### config.mk
export PLATFORM = sky130hd
export DESIGN_NAME = decoder_scan_ctrl_flat
export DESIGN_NICKNAME = d
export VERILOG_FILES = /design/src/rtl/decoder_scan_ctrl_if.sv /design/src/rtl/decoder_scan_ctrl.sv /design/src/flat_wrapper.sv
export SDC_FILE = /design/constraint.sdc
export NUM_CORES = 1
export LEC_CHECK = 0
export ABC_AREA = 1
export BUFFER_PORTS_ARGS = -buffer_cell sky130_fd_sc_hd__buf_4
export CAP_MARGIN = 20
export CORE_MARGIN = 2
export CORE_UTILIZATION = 50
export DETAILED_ROUTE_END_ITERATION = 6
export PLACE_DENSITY = 0.66
export SYNTH_ARGS = -nofsm -noshare
export SYNTH_HDL_FRONTEND = slang
export SYNTH_SLANG_ARGS = --single-unit
### constraint.sdc
create_clock -name clk -period 4.7 [get_ports clk]
set_input_delay 0.94 -clock clk [delete_from_list [all_inputs] [get_ports clk]]
set_output_delay 0.94 -clock clk [all_outputs]
set_load 0.05 [all_outputs]
### src/rtl/decoder_scan_ctrl_if.sv
// Scan-controller bus: enable/mask in, decoder select/enable out.
// SCAN_DIR_EN adds the dir input for descending scans.
interface decoder_scan_ctrl_if;
  logic       en;
  logic [7:0] digit_mask;
`ifdef SCAN_DIR_EN
  logic       dir;
`endif
  logic       a;
  logic       b;
  logic       c;
  logic       dec_en;
  logic [2:0] scan_idx;
  logic       frame_done;

`ifdef SCAN_DIR_EN
  modport master (
    output en, digit_mask, dir,
    input  a, b, c, dec_en, scan_idx, frame_done
  );
  modport slave (
    input  en, digit_mask, dir,
    output a, b, c, dec_en, scan_idx, frame_done
  );
`else
  modport master (
    output en, digit_mask,
    input  a, b, c, dec_en, scan_idx, frame_done
  );
  modport slave (
    input  en, digit_mask,
    output a, b, c, dec_en, scan_idx, frame_done
  );
`endif
endinterface

### src/rtl/decoder_scan_ctrl.sv
// Round-robin 3-to-8 decoder scan sequencer with blank/dwell timing.
// Optional SCAN_DIR_EN: descending scan selected by bus.dir.
module decoder_scan_ctrl #(
  parameter int DWELL = 50000,
  parameter int BLANK = 16,
  parameter int CNT_W = 16
) (
  input logic                 clk,
  input logic                 rst,
  decoder_scan_ctrl_if.slave  bus
);

  typedef enum logic [1:0] {
    S_IDLE,
    S_BLANK,
    S_SHOW
  } state_e;

  localparam logic [CNT_W-1:0] BLK_LAST = CNT_W'(BLANK - 1);
  localparam logic [CNT_W-1:0] DWL_LAST = CNT_W'(DWELL - 1);

  state_e           state_q;
  logic [2:0]       idx_q;
  logic [CNT_W-1:0] cnt_q;
  logic             dec_en_q;
  logic             fd_q;

  logic       down;
  logic       run_ok;
  logic       wrap;
  logic [2:0] idx_d;
  logic [2:0] start_idx;

  // Search i+1, i+2, ... (or downward), with i itself lowest priority.
  function automatic logic [2:0] scan_next(
    input logic [2:0] i,
    input logic [7:0] m,
    input logic       dn
  );
    logic [2:0] r;
    logic [2:0] j;
    r = i;
    for (int k = 8; k >= 1; k--) begin
      j = dn ? i - 3'(k) : i + 3'(k);
      if (m[j]) r = j;
    end
    return r;
  endfunction

`ifdef SCAN_DIR_EN
  assign down = bus.dir;
`else
  assign down = 1'b0;
`endif

  assign run_ok    = bus.en && (|bus.digit_mask);
  assign idx_d     = scan_next(idx_q, bus.digit_mask, down);
  assign start_idx = down ? scan_next(3'd0, bus.digit_mask, 1'b1)
                          : scan_next(3'd7, bus.digit_mask, 1'b0);
  assign wrap      = down ? (idx_d >= idx_q) : (idx_d <= idx_q);

  always_ff @(posedge clk) begin
    if (rst) begin
      state_q  <= S_IDLE;
      idx_q    <= 3'd0;
      cnt_q    <= '0;
      dec_en_q <= 1'b0;
      fd_q     <= 1'b0;
    end else begin
      fd_q <= 1'b0;
      unique case (state_q)
        S_IDLE: begin
          dec_en_q <= 1'b0;
          cnt_q    <= '0;
          if (run_ok) begin
            state_q <= S_BLANK;
            idx_q   <= start_idx;
          end
        end
        S_BLANK: begin
          if (!run_ok) begin
            state_q  <= S_IDLE;
            cnt_q    <= '0;
            dec_en_q <= 1'b0;
          end else if (cnt_q == BLK_LAST) begin
            state_q  <= S_SHOW;
            cnt_q    <= '0;
            dec_en_q <= 1'b1;
          end else begin
            cnt_q <= cnt_q + 1'b1;
          end
        end
        S_SHOW: begin
          if (!run_ok) begin
            state_q  <= S_IDLE;
            cnt_q    <= '0;
            dec_en_q <= 1'b0;
          end else if (cnt_q == DWL_LAST) begin
            state_q  <= S_BLANK;
            cnt_q    <= '0;
            dec_en_q <= 1'b0;
            idx_q    <= idx_d;
            fd_q     <= wrap;
          end else begin
            cnt_q <= cnt_q + 1'b1;
          end
        end
        default: begin
          state_q  <= S_IDLE;
          cnt_q    <= '0;
          dec_en_q <= 1'b0;
        end
      endcase
    end
  end

  assign bus.a          = idx_q[2];
  assign bus.b          = idx_q[1];
  assign bus.c          = idx_q[0];
  assign bus.scan_idx   = idx_q;
  assign bus.dec_en     = dec_en_q;
  assign bus.frame_done = fd_q;

endmodule

### src/flat_wrapper.sv
// flat-port wrapper written by rule: the top's interface ports become plain ports
module decoder_scan_ctrl_flat 
#(
  parameter int DWELL = 50000,
  parameter int BLANK = 16,
  parameter int CNT_W = 16
)
  (clk, rst, bus_en, bus_digit_mask, bus_a, bus_b, bus_c, bus_dec_en, bus_scan_idx, bus_frame_done);
  decoder_scan_ctrl_if bus_i ();
  input logic clk;
  input logic rst;
  input wire logic [$bits(bus_i.en)-1:0] bus_en;
  input wire logic [$bits(bus_i.digit_mask)-1:0] bus_digit_mask;
  output wire logic [$bits(bus_i.a)-1:0] bus_a;
  output wire logic [$bits(bus_i.b)-1:0] bus_b;
  output wire logic [$bits(bus_i.c)-1:0] bus_c;
  output wire logic [$bits(bus_i.dec_en)-1:0] bus_dec_en;
  output wire logic [$bits(bus_i.scan_idx)-1:0] bus_scan_idx;
  output wire logic [$bits(bus_i.frame_done)-1:0] bus_frame_done;
  assign bus_i.en = bus_en;
  assign bus_i.digit_mask = bus_digit_mask;
  assign bus_a = bus_i.a;
  assign bus_b = bus_i.b;
  assign bus_c = bus_i.c;
  assign bus_dec_en = bus_i.dec_en;
  assign bus_scan_idx = bus_i.scan_idx;
  assign bus_frame_done = bus_i.frame_done;
  decoder_scan_ctrl #(.DWELL(DWELL), .BLANK(BLANK), .CNT_W(CNT_W)) u_core (.clk(clk), .rst(rst), .bus(bus_i));
endmodule
==> qor.yml <==
worst_pin_slew_ns: 0.536
drv_slew: 0
insertedDiodeCount: 0
fmax_mhz: 310
hold_viol_final: 0
arrival_ns: 3.44
syn-cell-area_um2: 1830
wire_per_inst_um: 11.8
finalSetupViolations: 0
fp.coreArea_um2: 3420
start_util_pct: 53.6
grt_max_degree: 20
pin_count: 19
final_antenna_net_count: 0
hold_class: "flip-flop to flip-flop"
die_height_um: 64.5
cts_tree: "built"
antenna_found_initial: 0
clkLatencyLatePin_ns: 0.32
post-route-period-util_pct: 68.7
place_inst: 347
grt_pass1_vias: 1770
cts_buffer_depth: 2
fin_crit_ns: 3.23
layout.cells.non_filler: 351
synth_cells: 291
post_cts_buffers: 0
vdd_drop_max_v: 0.000180
nFillCells: 376
cts.sinks: 23
fin_tns_setup_ns: 0
routed_wl_um: 4150
row_count: 21
fin_util_pct: 58.4
num_vias: 1820
hold_buffers: 0
die-area_um2: 4160
drc: 0
drtIter0Drc: 129
worstSetupPathType: "flip-flop to flip-flop"
required_ns: 4.91
cts_root_buffer: "clkbuf_4"
cts_buffers: 3
powerDensity_nw_per_um2: 628
clock_skew_ns: 0.0160
ctsResizeCount: 0
synth-seq-cells: 23
yosys.cell_types.count: 34
drive_gt1_share_pct: 13.4
drtPass1Iterations: 4
dpl.hpwl_um: 3350
die_x_um: 64.5
synth-seq-area-share_pct: 25.1
holdPathStages: 1
num-nets-final: 327
syn_avg_cell_area_um2: 6.29
grt_pass1_wl_um: 7300
worstPathMaxFanout: 12
overflow: 0
htreeDepth: 1
port_buffers: 18
rsz0062_at_grt: "false"
end_kind: "flip-flop"
grt.total_usage_pct: 21.9
area_delta_synth_final_pct: 8.81
ys_warn_count: 0
startpoint_type: "flip-flop"
maxSlewHeadroom_pct: 64.2
status: "completed"
syn_nets: 312
viasPerCell: 5.19
gp_congestion: 0.917
leakage_uw: 0.000920
ff2ff_path_depth: 17
cap_viol_max_count: 0
clk_pin_slew_worst_paths_ns: 0.14
-- cells in the final DEF, fill, tap and decap left out, drive strengths merged, types with 9 or more instances in the layout --
cell type,count
nor2,36
dfxtp,23
o21ai,12
nor3,9
a21oi,19
nand2,69
buf,19
nand3,37
inv,39
ha,10
-- worst max-delay path, cell delays in order (launching register included) --
cell,delay [ns]
dfxtp_1,0.61
inv_2,0.18
ha_1,0.42
inv_1,0.18
nand3_1,0.13
nand3_1,0.13
nand2_1,0.10
nand2_1,0.06
o21ai_0,0.07
o21ai_1,0.13
nand2_1,0.07
nand2_1,0.05
nand2_1,0.06
a21boi_0,0.18
ha_1,0.27
nand2_1,0.07
o21ai_0,0.06
a2111oi_0,0.35
-- report_power, final --
group          internal [µW]  switching (µW)
clock                   31.8            60.6
combinational            312             601
sequential               216            30.7
-- cell type report --
type | count | area [µm²] | share of cell area (%)
multi-input combinational | 220 | 1160 | 58.1
sequential | 23 | 460 | 23.1
inverter | 39 | 146 | 7.34
timing repair buffer | 19 | 143 | 7.16
tap | 46 | 57.6 | 2.89
clock buffer | 3 | 22.5 | 1.13
clock inverter | 1 | 5.00 | 0.251
-- cell families (layout without fill, tap and decap cells) --
logic type               count (synthesis)  in the layout  synth area share [%]
AO/OA/AOI/OAI                           43             43                  14.2
XOR/XNOR                                 6              6                  2.87
adder cells (fa/ha/maj)                 10             10                  6.83
buffers and inverters                   48             62                  11.6
flip-flops                              23             23                  25.1
AND/OR/NAND/NOR                        161            161                  39.3
-- per-stage QoR --
step | hold slack (ns) | setup slack [ns] | cell area, µm² | power, µW
global placement | 0.427 | 1.55 | 1970 | 1160
finish | 0.456 | 1.47 | 1990 | 1250
global route | 0.495 | 1.10 | 1990 | 1400
detailed placement | 0.436 | 1.54 | 1970 | 1150
floorplan | 0.413 | 1.61 | 1830 | 992
CTS | 0.461 | 1.50 | 1990 | 1250
-- per-layer routing --
metal / track usage (%) / routed length (µm) / part of all wire (%)
met1: 27.8 / 1990 / 48
met4: 6.65 / 32 / 0.77
met3: 3.99 / 166 / 4.0
met5: 0 / 0 / 0
met2: 37.8 / 1960 / 47
-- synthesized netlist by cell type (all sizes together) --
library cell,instances,share of area (%)
nor2,36,7.8
o211ai,4,2.2
xnor2,2,0.96
o21bai,1,0.41
and2,2,0.68
buf,9,3.6
ha,10,6.8
dfxtp,23,25
a2111oi,2,0.96
nor3,9,2.5
a21boi,1,0.41
nand4,3,1.0
nor4,3,1.4
a21oi,19,5.2
xor2,4,1.9
a31oi,1,0.34
and3,1,0.34
nand3,37,11
inv,39,8.0
or2,1,0.34
o21ai,12,3.5
o21a,2,0.82
a211oi,1,0.41
nand2,69,15
-- state kept, by name, summed over array words and instances (netlist names) --
| signal | count |
|---|---|
| u_core.cnt_q | 16 |
| u_core.bus.frame_done | 1 |
| u_core.bus.scan_idx | 3 |
| u_core.state_q | 2 |
| u_core.bus.dec_en | 1 |
-- path summary, 6_finish.rpt --
kind / start / slack, ns / to
hold / removal: u_core.cnt_q[0] / 0.46 / u_core.cnt_q[0]
hold reg to reg: u_core.cnt_q[0] / 0.46 / u_core.cnt_q[0]
setup reg to reg: u_core.bus.scan_idx[1] / 1.47 / u_core.bus.frame_done
setup / recovery: u_core.bus.scan_idx[1] / 1.47 / u_core.bus.frame_done
Power figures use the tool's default switching activity.
